**src/rtl/key_debounce_shift.sv**
```systemverilog
// Debounced keypad front end: accepts a key after a stable press, shifts it into a
// digit history, and optionally auto-repeats while the key stays down.
module key_debounce_shift #(
    parameter int KEY_W           = 4,
    parameter int NUM_DIGITS      = 2,
    parameter int DEBOUNCE_CYCLES = 100,
    parameter int RELEASE_CYCLES  = 100,
    parameter int REPEAT_EN       = 0,
    parameter int REPEAT_CYCLES   = 1000
) (
    input  logic                        clk,
    input  logic                        reset,
    input  logic [KEY_W-1:0]            key_code,
    input  logic                        key_pressed,
    output logic [NUM_DIGITS*KEY_W-1:0] digits,
    output logic                        key_strobe,
    output logic                        busy
);

    localparam int DW      = NUM_DIGITS * KEY_W;
    localparam int MAX_DR  = (DEBOUNCE_CYCLES > RELEASE_CYCLES) ? DEBOUNCE_CYCLES : RELEASE_CYCLES;
    localparam int CNT_MAX = (MAX_DR > REPEAT_CYCLES) ? MAX_DR : REPEAT_CYCLES;
    localparam int CNT_W   = (CNT_MAX > 1) ? $clog2(CNT_MAX) : 1;

    localparam logic [CNT_W-1:0] DEB_LAST = CNT_W'(DEBOUNCE_CYCLES - 1);
    localparam logic [CNT_W-1:0] REL_LAST = CNT_W'(RELEASE_CYCLES - 1);
    localparam logic [CNT_W-1:0] REP_LAST = CNT_W'(REPEAT_CYCLES - 1);
    localparam logic [CNT_W-1:0] CNT_ONE  = CNT_W'(1);

    typedef enum logic [1:0] {
        IDLE         = 2'd0,
        PRESS_WAIT   = 2'd1,
        HOLD         = 2'd2,
        RELEASE_WAIT = 2'd3
    } state_t;

    state_t             state_q;
    logic [CNT_W-1:0]   cnt_q;
    logic [KEY_W-1:0]   code_q;
    logic [DW-1:0]      digits_q;
    logic [DW-1:0]      digits_d;
    logic               strobe_q;

    // History with the latched code shifted in as the newest slice; the oldest falls off.
    always_comb begin
        digits_d = (digits_q << KEY_W) | DW'(code_q);
    end

    // Debounce / hold / release FSM with the shared cycle counter and registered outputs.
    always_ff @(posedge clk or posedge reset) begin
        if (reset) begin
            state_q  <= IDLE;
            cnt_q    <= '0;
            code_q   <= '0;
            digits_q <= '0;
            strobe_q <= 1'b0;
        end else begin
            strobe_q <= 1'b0;
            case (state_q)
                IDLE: begin
                    if (key_pressed) begin
                        code_q  <= key_code;
                        cnt_q   <= '0;
                        state_q <= PRESS_WAIT;
                    end
                end
                PRESS_WAIT: begin
                    if (!key_pressed) begin
                        cnt_q   <= '0;
                        state_q <= IDLE;
                    end else if (key_code != code_q) begin
                        code_q <= key_code;
                        cnt_q  <= '0;
                    end else if (cnt_q == DEB_LAST) begin
                        digits_q <= digits_d;
                        strobe_q <= 1'b1;
                        cnt_q    <= '0;
                        state_q  <= HOLD;
                    end else begin
                        cnt_q <= cnt_q + CNT_ONE;
                    end
                end
                HOLD: begin
                    if (!key_pressed) begin
                        cnt_q   <= '0;
                        state_q <= RELEASE_WAIT;
                    end else if (REPEAT_EN != 0) begin
                        // A repeat due right after a strobe waits one cycle, saturated at the limit.
                        if (cnt_q == REP_LAST) begin
                            if (!strobe_q) begin
                                digits_q <= digits_d;
                                strobe_q <= 1'b1;
                                cnt_q    <= '0;
                            end
                        end else begin
                            cnt_q <= cnt_q + CNT_ONE;
                        end
                    end
                end
                RELEASE_WAIT: begin
                    if (key_pressed) begin
                        cnt_q   <= '0;
                        state_q <= HOLD;
                    end else if (cnt_q == REL_LAST) begin
                        cnt_q   <= '0;
                        state_q <= IDLE;
                    end else begin
                        cnt_q <= cnt_q + CNT_ONE;
                    end
                end
                default: begin
                    cnt_q   <= '0;
                    state_q <= IDLE;
                end
            endcase
        end
    end

    assign digits     = digits_q;
    assign key_strobe = strobe_q;
    assign busy       = (state_q != IDLE);

endmodule
```
**config.mk**
```make
export PLATFORM = sky130hd
export DESIGN_NAME = key_debounce_shift
export DESIGN_NICKNAME = d
export VERILOG_FILES = /design/src/rtl/key_debounce_shift.sv
export SDC_FILE = /design/constraint.sdc
export NUM_CORES = 1
export LEC_CHECK = 0
export BUFFER_PORTS_ARGS = -buffer_cell sky130_fd_sc_hd__buf_2
export CAP_MARGIN = 20
export CELL_PAD_IN_SITES_DETAIL_PLACEMENT = 0
export CELL_PAD_IN_SITES_GLOBAL_PLACEMENT = 2
export CORE_MARGIN = 2
export CORE_UTILIZATION = 38
export CTS_BUF_LIST = sky130_fd_sc_hd__clkbuf_4 sky130_fd_sc_hd__clkbuf_8
export CTS_CLUSTER_SIZE = 14
export DETAILED_ROUTE_END_ITERATION = 12
export PLACE_DENSITY_LB_ADDON = 0.05
export RECOVER_POWER = 100
export SYNTH_ARGS = -nofsm -noshare
export SYNTH_HDL_FRONTEND = slang
export SYNTH_SLANG_ARGS = --single-unit
```
**constraint.sdc**
```tcl
create_clock -name clk -period 2.5 [get_ports clk]
set_input_delay 0 -clock clk [delete_from_list [all_inputs] [get_ports clk]]
set_output_delay 0 -clock clk [all_outputs]
set_load 0.01 [all_outputs]
```
Word-level counts from Yosys, hierarchy flattened

Index checks and enable logic that the tools add are counted.

Bits in registers: 25
Output and inout bits: 10
Word-level logic and storage cells: 50

Reductions and logical operators: 7
Bitwise gates (word level): 2
$add $sub $neg: 1
Equality and inequality tests: 12
Multiplexer cells: 23

Operators by type and width:

| kind                  | count |
|---|---|
| $mux 10               | 6 |
| $pmux 10 s4           | 1 |
| $mux 2                | 7 |
| $mux 4                | 3 |
| $add 10x1->10 const B | 1 |
| $eq 10x7->1 const B   | 1 |
| $ne 3x3->1 const B    | 3 |
| $ne 2x2->1 const B    | 4 |
| $or 8x4->8            | 1 |
| $pmux 2 s4            | 1 |
| $pmux 4 s2            | 1 |
| $reduce_and 4->1      | 2 |
| $reduce_and 5->1      | 1 |
| $eq 2x2->1 const B    | 2 |
| $mux 1                | 4 |
| $ne 4x4->1            | 1 |
| $reduce_bool 2->1     | 2 |
| $eq 2x1->1 const B    | 1 |
| $logic_not 2->1       | 1 |
| $reduce_and 2->1      | 1 |
| $not 1->1             | 1 |

Depth between registers and ports, before layout

Gate-level depths: netlist (run 1).

Depth after elaboration: 5
Mapped depth: 5
Gate-level depth less buffers: 5

Worst setup path before layout (run 1)

No wires, ideal clock.

Path type: flip-flop to flip-flop
Start: register cnt_q[0]
End: register digits_q[0], in the netlist digits[0]
Stages on the path, launching flop included: 6
Setup time: 0.125 ns
Arrival time: 1.661 ns
Setup slack: 0.714 ns
Cell sequence: dfrtp_1 > ha_1 > nor4b_2 > nand4_1 > nor3_4 > mux2_2

Longest elaborated chain between the ends: 2

Ends and longest elaborated chain:

| item                       | line | source |
|---|---|---|
| from (decl)                | 38   | `logic [CNT_W-1:0] cnt_q;` |
| from (signal assigned)     | 80   | `cnt_q <= cnt_q + CNT_ONE;` |
| from (signal assigned)     | 96   | `cnt_q <= cnt_q + CNT_ONE;` |
| from (signal assigned)     | 108  | `cnt_q <= cnt_q + CNT_ONE;` |
| $eq 10x7->1                | 74   | `end else if (cnt_q == DEB_LAST) begin` |
| $reduce_and 4->1 (no line) | n/a  |  |
| to (signal assigned)       | 75   | `digits_q <= digits_d;` |
| to (signal assigned)       | 91   | `digits_q <= digits_d;` |
| to (decl)                  | 40   | `logic [DW-1:0] digits_q;` |

Every way passes these cells.
A chain may end at the register's enable or synchronous reset.

Worst setup path in the final report (run 1)

Start: register cnt_q[0]
End: register digits_q[6], in the netlist digits[6]

Same word-level chain as after synthesis.

==> out/qor.csv, run 1 <==
metric,value,unit
"Max stage delay cell, worst path",sky130_fd_sc_hd__nor4b_1,
post-synthesis cell type with the largest combined area,sky130_fd_sc_hd__dfrtp_1,
unrepaired setup endpoints after global routing,no,
post-synth cell types,32,
crit path DAT,2420,ps
reported leakage power,0.654,nW
summed negative setup slack over all endpoints,0,ps
total number of yosys warnings,0,
clock sink total,25,
Seq cells post-synth,25,
count of max-cap constraint violations,0,
relative area change from synthesis to final layout,17.7,%
"most common cell after layout, fill and taps aside",sky130_fd_sc_hd__dfrtp_1,
Post-CTS Repair Setup Buffers,0,
ratio of cells with drive above 1 in the final layout,17.6,%
type of the worst setup path,register to register,
total inserted antenna cells,0,
worst hold path type,input port to asynchronous set/reset pin,
worst slack at placement,463,ps
Routed Antenna Nets,0,
max-slew violation count,0,
Initial DRC Count,36,
Worst Path Required,2720,ps
Fin. Hold Viols,0,
first-pass GRT wire length,4080,um
Final Net Count,145,
sort of element at the end of the critical path,register,
Worst-Skew Late Latency,320,ps
endpoint of the worst-slack reg-to-reg timing path,digits[6],
Clock Tree Buf Depth,2,
clock buffer count from CTS,3,
cells along the critical path,"ha_1, nor4b_1, nand4_1, nor3_4, mux2_2",
most frequent cells in the layout,"sky130_fd_sc_hd__dfrtp_1, sky130_fd_sc_hd__nand2_1, sky130_fd_sc_hd__clkbuf_1",
worst slew margin relative to its limit,37.9,%
Final Non-Filler Cells,180,
power per standard cell area,469,mW/mm2
CP max FO,8,
placed cells,170,
synthesized net count,117,
register-to-register path setup slack,300,ps
length of the first detailed-routing pass in iterations,4,
core area,0.00305,mm2
r2r startpoint,cnt_q[0],
Port Buffer Count,16,
post-route fraction of the period consumed by the critical path,88.2,%
biggest cell delay along the critical path,440,ps
slew of the pin with the lowest slew margin,931,ps
FF-to-FF path depth,5,
total die area,0.00367,mm2
worst path buffer plus inverter count,0,
cell at the root of the clock tree,sky130_fd_sc_hd__clkbuf_4,
global router's overall resource usage,14.9,%
initial cell density of the core,39.8,%
"wirelength, routed",2390,um
via total after detailed routing,913,
vertical extent of the die,60.6,um
floorplan row count,20,
DR DRC count,0,
via count of the first global-routing pass,882,
maximum clock rate,454,MHz
"Setup violations, final",0,
# H-tree levels,1,
startpoint kind of the worst setup timing path,register,
I/O pin cnt,17,
number of cells produced by synthesis,109,
largest net degree at the start of global routing,26,
final core area utilization,46.9,%
area share of the leading cell type in the synthesized netlist,51.4,%
Horiz. Die Dim,60.6,um
CTS tree,yes,
antenna violations before repair,0,
post-route setup slack,296,ps
result of the run,"finished, final reports clean",
Worst IR Drop VDD,0.160,mV
routed via count divided by cell count,5.07,
largest clock skew in the final design,2.83,ps
Synth Cell Area,0.00122,mm2
Synth area leaders,"sky130_fd_sc_hd__dfrtp_1, sky130_fd_sc_hd__mux2_2, sky130_fd_sc_hd__xnor2_1",
post-synthesis area per instance,11.2,um2
routed length per placed instance,13.3,um
cell family contributing the most delay on the critical path,simple AND/OR/NAND/NOR gates,
global placement routability congestion,0.743,
clk slew on worst S/H paths,140,ps
shortest period the worst path allows,2200,ps
remaining global-route overflow,0,
post-synthesis sequential area ratio,51.4,%
[report_power, final]
group / internal [mW] / switching [mW] / total [mW]
Sequential: 0.412 / 0.00859 / 0.421
Clock: 0.0599 / 0.123 / 0.183
Combinational: 0.0287 / 0.0388 / 0.0675
Total: 0.501 / 0.171 / 0.672
[synthesized netlist by cell type]
master / n
sky130_fd_sc_hd__dfrtp_1: 25
sky130_fd_sc_hd__nand2_1: 17
sky130_fd_sc_hd__mux2_2: 9
sky130_fd_sc_hd__xnor2_1: 8
sky130_fd_sc_hd__a22o_1: 5
sky130_fd_sc_hd__nand4_1: 4
sky130_fd_sc_hd__inv_1: 3
sky130_fd_sc_hd__nand3_1: 3
sky130_fd_sc_hd__nor2b_1: 3
sky130_fd_sc_hd__nor3_1: 3
sky130_fd_sc_hd__a211oi_1: 2
sky130_fd_sc_hd__a21o_1: 2
sky130_fd_sc_hd__and2_1: 2
sky130_fd_sc_hd__nor2_1: 2
sky130_fd_sc_hd__nor4_1: 2
sky130_fd_sc_hd__o21ai_0: 2
sky130_fd_sc_hd__o31ai_1: 2
sky130_fd_sc_hd__a221o_1: 1
sky130_fd_sc_hd__a311o_2: 1
sky130_fd_sc_hd__a41oi_1: 1
sky130_fd_sc_hd__and4_1: 1
sky130_fd_sc_hd__clkbuf_1: 1
sky130_fd_sc_hd__ha_1: 1
sky130_fd_sc_hd__nand2b_1: 1
sky130_fd_sc_hd__nor3_4: 1
sky130_fd_sc_hd__nor4b_2: 1
sky130_fd_sc_hd__o22a_1: 1
sky130_fd_sc_hd__o32ai_1: 1
sky130_fd_sc_hd__or2_2: 1
sky130_fd_sc_hd__or3_1: 1
sky130_fd_sc_hd__or4_1: 1
sky130_fd_sc_hd__xor2_1: 1
[logic make-up after synthesis]
logic type | after synthesis | share of synthesized area (%)
AOI/OAI and AO/OA | 18 | 12.0
and+or+nand+nor | 43 | 19.4
DFF | 25 | 51.4
muxes | 9 | 8.33
xor gates and xnor gates | 9 | 6.48
buffers and inverters | 4 | 1.23
adders and majority gates | 1 | 1.03
[routing by layer]
metal	vias to the layer above	GRT usage, %	wire, um
met3	4	2.56	58
li1	455	-	-
met5	-	0	0
met1	439	21.7	1290
met2	15	22.1	1010
met4	0	5.59	28
[worst reg2reg max path, stage by stage, from the launching register on]
cell	delay, ps
sky130_fd_sc_hd__dfrtp_1	430
sky130_fd_sc_hd__ha_1	240
sky130_fd_sc_hd__nor4b_1	440
sky130_fd_sc_hd__nand4_1	220
sky130_fd_sc_hd__nor3_4	390
sky130_fd_sc_hd__mux2_2	390
[worst max path at each step]
stage                   from   endpoint  slack [ps]  cells past startpoint
global route        cnt_q[1]  digits[3]         200                      5
finish              cnt_q[0]  digits[6]         300                      5
global placement    cnt_q[0]  digits[0]         510                      5
floorplan           cnt_q[0]  digits[0]         710                      5
detailed placement  cnt_q[0]  digits[6]         460                      5
CTS                 cnt_q[0]  digits[6]         440                      5
[timing repair]
item                      CTS  global route
hold endpoints to repair   30             0
gates resized for setup     0             0
hold buffers                6             0
[cell type report]
class                      count  area [um2]
fill                         320        1620
multi-input combinational     80         569
clock inverter                 1        5.00
sequential                    25         626
inverter                       3        11.3
timing repair buffer          24         143
clock buffer                   3        22.5
tap                           44        55.1
[state kept, by name, indices dropped and copies added (netlist names), named ones only]
register and cells:
cnt_q 10, digits 8, code_q 4, key_strobe 1, state_q 1
[per-stage QoR]
step	total power, mW	hold slack, ps	cell area [um2]
after global placement	0.489	225	1360
after CTS	0.684	419	1450
after global routing	0.713	428	1430
after floorplan	0.467	27.3	1220
after detailed placement	0.490	228	1360
final	0.672	417	1430
(Power assumes the default switching activity.)
==> inputs of run 2 (changes only) <==
Settings changed: CORE_ASPECT_RATIO from default to 0.8.
==> out/qor.csv, run 2 (same netlist as run 1, synthesis figures left out) <==
metric,value,unit,change
summed negative setup slack over all endpoints,0,ps,unchanged
largest clock skew in the final design,5.89,ps,+3.06 ps
result of the run,"finished, final reports clean",,
net load switching power,169,uW,-0.83%
core area,0.00306,mm2,+0.33%
post-route fraction of the period consumed by the critical path,86.7,%,-1.5 points
total of hold buffers inserted after clock tree synthesis,5,,-1
worst hold path type,input port to register,,
global placement routability congestion,0.812,,+9.2%
remaining global-route overflow,0,,unchanged
Worst-Skew Late Latency,270,ps,-50 ps
routed via count divided by cell count,5.23,,+3.1%
Worst IR Drop VDD,0.303,mV,+88%
CTS tree,yes,,
via total after detailed routing,915,,+0.22%
Int Power,551,uW,+10%
type of the worst setup path,register to register,,
"most common cell after layout, fill and taps aside",sky130_fd_sc_hd__dfrtp_1,,
shortest period the worst path allows,2170,ps,-37.5 ps
sequential power share,58.4,%,-4.3 points
"wirelength, routed",2400,um,+0.75%
fraction of power consumed by combinational cells,9.0,%,-1.0 points
Post-CTS Repair Setup Buffers,0,,unchanged
Largest register FFs,10,,unchanged
hpwl dp,1780,um,
ratio of cells with drive above 1 in the final layout,18.5,%,+0.87 points
hold depth,2,,
vertical extent of the die,54.6,um,-9.9%
Initial DRC Count,33,,-8.3%
largest net degree at the start of global routing,26,,unchanged
Clock Power Share,32.6,%,+5.3 points
routed length per placed instance,13.7,um,+3.6%
sort of element at the end of the critical path,register,,
DR DRC count,0,,unchanged
Horiz. Die Dim,67.3,um,+11%
max-slew violation count,0,,unchanged
first-pass GRT wire length,3970,um,-2.9%
length of the first detailed-routing pass in iterations,4,,unchanged
relative area change from synthesis to final layout,18.0,%,
post-CTS sizing,0,,unchanged
# H-tree levels,1,,unchanged
Routed Antenna Nets,0,,unchanged
initial cell density of the core,39.7,%,-0.13 points
clk slew on worst S/H paths,90,ps,-50 ps
Clock Tree Buf Depth,2,,unchanged
placed cells,166,,-2.4%
maximum clock rate,462,MHz,+1.7%
Port Buffer Count,16,,unchanged
total inserted antenna cells,0,,unchanged
unrepaired setup endpoints after global routing,no,,
antenna violations before repair,0,,unchanged
CP max FO,8,,unchanged
global router's overall resource usage,14.8,%,-0.076 points
power per standard cell area,502,mW/mm2,+7.0%
reported leakage power,0.652,nW,-0.29%
most frequent cells in the layout,"sky130_fd_sc_hd__dfrtp_1, sky130_fd_sc_hd__nand2_1, sky130_fd_sc_hd__clkbuf_1",,
worst slack at placement,464,ps,+1.14 ps
clock buffer count from CTS,3,,unchanged
floorplan row count,18,,-10%
I/O pin cnt,17,,unchanged
register with the most flip-flops,cnt_q,,
startpoint kind of the worst setup timing path,register,,
switching share of power,23.5,%,-1.9 points
count of max-cap constraint violations,0,,unchanged
worst slew margin relative to its limit,38.8,%,+0.86 points
"Setup violations, final",0,,unchanged
total die area,0.00367,mm2,about the same
clock sink total,25,,unchanged
post-route setup slack,334,ps,+37.5 ps
Final Net Count,144,,-0.69%
via count of the first global-routing pass,857,,-2.8%
cell at the root of the clock tree,sky130_fd_sc_hd__clkbuf_8,,
slew of the pin with the lowest slew margin,918,ps,-12.9 ps
Worst Path Required,2650,ps,-70 ps
FF-to-FF path depth,5,,unchanged
Fin. Hold Viols,0,,unchanged
Final Non-Filler Cells,175,,-2.8%
crit path DAT,2320,ps,-100 ps
## run 2: cell types whose count changed in the layout (fill, tap and decap cells not counted)
cell	delta
sky130_fd_sc_hd__nor4b_1	-1
sky130_fd_sc_hd__clkbuf_4	-3
sky130_fd_sc_hd__dlygate4sd3_1	-1
sky130_fd_sc_hd__nor3_2	+1
sky130_fd_sc_hd__nor4b_2	+1
sky130_fd_sc_hd__nor3_4	-1
sky130_fd_sc_hd__clkbuf_8	+3
## run 2: layout make-up
cell class / instances / area, um2
clock buffers: 3 / 41.3
clock inverters: 1 / 5.00
fillers: 311 / 1630
inverters: 3 / 11.3
multi-input cells: 80 / 569
flip-flops and latches: 25 / 626
well taps: 40 / 50.0
repair buffers: 23 / 133
## run 2: worst max-delay path, stage by stage (launching register included)
cell,delay (ps)
sky130_fd_sc_hd__dfrtp_1,410
sky130_fd_sc_hd__ha_1,240
sky130_fd_sc_hd__nor4b_2,310
sky130_fd_sc_hd__nand4_1,160
sky130_fd_sc_hd__nor3_2,530
sky130_fd_sc_hd__mux2_2,410
## run 2: worst paths after layout
| check | from | to | slack [ps] |
|---|---|---|---|
| max | cnt_q[0] | digits[0] | 330 |
| min | key_pressed | register | 40 |
| max reg2reg | cnt_q[0] | digits[0] | 330 |
| min reg2reg | digits[4] | digits[4] | 520 |
| max in group asynchronous | reset | cnt_q[7] | 1470 |
| min in group asynchronous | reset | code_q[3] | 470 |
## run 2: power groups by stage
stage	Sequential, mW	Combinational [mW]	Clock, mW
final	0.420	0.0651	0.235
after global routing	0.422	0.0749	0.263
after CTS	0.420	0.0674	0.247
after detailed placement	0.428	0.0613	0
after global placement	0.428	0.0608	0
after floorplan	0.426	0.0405	0
## run 2: metrics by stage
step                power, mW  utilization (%)  cell area [um2]  hold WS, ps
floorplan               0.467                -             1220         27.3
global placement        0.489             44.3             1360          220
detailed placement      0.490             44.3             1360          229
CTS                     0.735             47.5             1450         31.0
global route            0.760             46.9             1440         39.1
finish                  0.720             46.9             1440         36.1
## run 2: metal layers
layer / GRT usage [%] / wire length (um) / up-vias
met5: 0 / 0 / -
met4: 2.04 / 12 / 0
met3: 5.35 / 115 / 2
met2: 22.6 / 1020 / 21
met1: 20.6 / 1260 / 439
li1: - / - / 453
==> inputs of run 3 (changes only) <==
Settings changed: CORE_UTILIZATION 38 to 34, RECOVER_POWER 100 to default.
Clock period 2.5 ns to 1.99 ns, I/O delays scaled along.
==> out/qor.csv, run 3 (same netlist as run 1, synthesis figures left out) <==
metric,value,unit,change
result of the run,"finished, final reports clean",,
CTS tree,yes,,
via count of the first global-routing pass,923,,+7.7%
Initial DRC Count,57,,+73%
floorplan row count,19,,+1
shortest period the worst path allows,1820,ps,-342 ps
r2r startpoint,cnt_q[0],,
met3 routing resource usage after global routing,3.89,%,-1.5 points
placed cells,175,,+5.4%
I/O pin cnt,17,,unchanged
"most common cell after layout, fill and taps aside",sky130_fd_sc_hd__dfrtp_1,,
min-delay src,key_pressed,,
initial cell density of the core,35.5,%,-4.2 points
hold depth,2,,unchanged
antenna violations before repair,0,,unchanged
slew of the pin with the lowest slew margin,932,ps,+14.3 ps
worst slew margin relative to its limit,37.4,%,-1.4 points
Port Buffer Count,16,,unchanged
post-route fraction of the period consumed by the critical path,91.7,%,+5.0 points
final core area utilization,44.8,%,-2.0 points
reported leakage power,0.734,nW,+13%
max-slew violation count,0,,unchanged
summed negative setup slack over all endpoints,0,ps,unchanged
clk slew on worst S/H paths,90,ps,about the same
total inserted antenna cells,0,,unchanged
clock sink total,25,,unchanged
power per standard cell area,605,mW/mm2,+21%
"Setup violations, final",0,,unchanged
global router's overall resource usage,13.7,%,-1.1 points
Fin. Hold Viols,0,,unchanged
first-pass GRT wire length,4400,um,+11%
clock buffer count from CTS,3,,unchanged
Horiz. Die Dim,70.9,um,+5.4%
ratio of cells with drive above 1 in the final layout,30.3,%,+12 points
# H-tree levels,1,,unchanged
count of max-cap constraint violations,0,,unchanged
routed via count divided by cell count,5.10,,-2.5%
relative area change from synthesis to final layout,26.2,%,
"wirelength, routed",2700,um,+12%
routed length per placed instance,14.7,um,+6.7%
Post-CTS Repair Setup Buffers,0,,unchanged
Worst IR Drop VDD,0.318,mV,+5.1%
crit path DAT,1990,ps,-330 ps
met2 GRT Util,20.3,%,-2.3 points
Hold Worst Slack,33.9,ps,-2.19 ps
via total after detailed routing,938,,+2.5%
busiest metal layer after global routing,met1,,
vertical extent of the die,57.5,um,+5.3%
DR DRC count,0,,unchanged
cell at the root of the clock tree,sky130_fd_sc_hd__clkbuf_8,,
Routed Antenna Nets,0,,unchanged
unrepaired setup endpoints after global routing,no,,
Clock Tree Buf Depth,2,,unchanged
maximum clock rate,548,MHz,+19%
hpwl dp,1950,um,+9.5%
CP max FO,8,,unchanged
sort of element at the end of the critical path,register,,
register-to-register path setup slack,170,ps,-170 ps
global placement routability congestion,0.739,,-8.9%
largest clock skew in the final design,3.06,ps,-2.83 ps
Final Non-Filler Cells,184,,+5.1%
Worst-Skew Late Latency,270,ps,about the same
total die area,0.00407,mm2,+11%
core area,0.00342,mm2,+12%
largest net degree at the start of global routing,26,,unchanged
worst hold path type,input port to register,,
register with the most flip-flops,cnt_q,,
Final Net Count,151,,+4.9%
length of the first detailed-routing pass in iterations,4,,unchanged
FF-to-FF path depth,6,,+1
remaining global-route overflow,0,,unchanged
Largest register FFs,10,,unchanged
most frequent cells in the layout,"sky130_fd_sc_hd__dfrtp_1, sky130_fd_sc_hd__nand2_1, sky130_fd_sc_hd__buf_2",,
endpoint of the worst-slack reg-to-reg timing path,digits[7],,
Worst Path Required,2150,ps,-500 ps
type of the worst setup path,register to register,,
met1 capacity usage during global routing,20.4,%,-0.26 points
startpoint kind of the worst setup timing path,register,,
## run 3: worst max path at each step
stage / startpoint / end / cells after the start / slack, ps
final: cnt_q[0] / digits[7] / 6 / 170
after detailed placement: cnt_q[0] / digits[5] / 6 / 90
after global routing: cnt_q[1] / digits[2] / 6 / 20
after floorplan: cnt_q[0] / digits[0] / 5 / 200
after CTS: cnt_q[1] / digits[6] / 6 / 70
after global placement: cnt_q[1] / digits[0] / 6 / 120
## run 3: worst max-delay path, cell delays in order (launching register included)
cell	delay, ps
sky130_fd_sc_hd__dfrtp_1	410
sky130_fd_sc_hd__ha_2	230
sky130_fd_sc_hd__nor4b_4	250
sky130_fd_sc_hd__nand4_1	180
sky130_fd_sc_hd__nor3_4	180
sky130_fd_sc_hd__buf_12	150
sky130_fd_sc_hd__mux2_2	320
## run 3: repair_timing
action | CTS | global route
hold buffers | 5 | 0
resized for setup | 0 | 2
hold endpoints to repair | 29 | 0
endpoints found under the setup margin | 0 | 8
## run 3: layout make-up
type,instances,area [um2]
Clock buffer,3,41.3
Clock inverter,1,7.51
Fill cell,351,1890
Inverter,3,11.3
Multi-Input combinational cell,80,587
Sequential cell,25,626
Tap cell,42,52.6
Timing Repair Buffer,30,210
## run 3: layer usage
metal  share of wire [%]  wire length (um)
met5                   0                 0
met2                  41              1110
met4                0.59                16
met1                  54              1450
met3                 4.5               122
## run 3: metrics by stage
step           setup WS, ps  instance area [um2]  power, mW
4_1_cts                68.7                 1520      0.947
3_3_place_gp            121                 1430      0.624
3_5_place_dp           86.5                 1430      0.624
2_1_floorplan           204                 1220      0.586
5_1_grt                19.6                 1540      0.973
6_report                166                 1540      0.929
## run 3: report_power, final
| part | switching (mW) | internal (mW) | total (mW) |
|---|---|---|---|
| clock network | 0.166 | 0.142 | 0.307 |
| registers | 0.0122 | 0.518 | 0.530 |
| logic | 0.0515 | 0.0400 | 0.0915 |
| total | 0.229 | 0.700 | 0.929 |
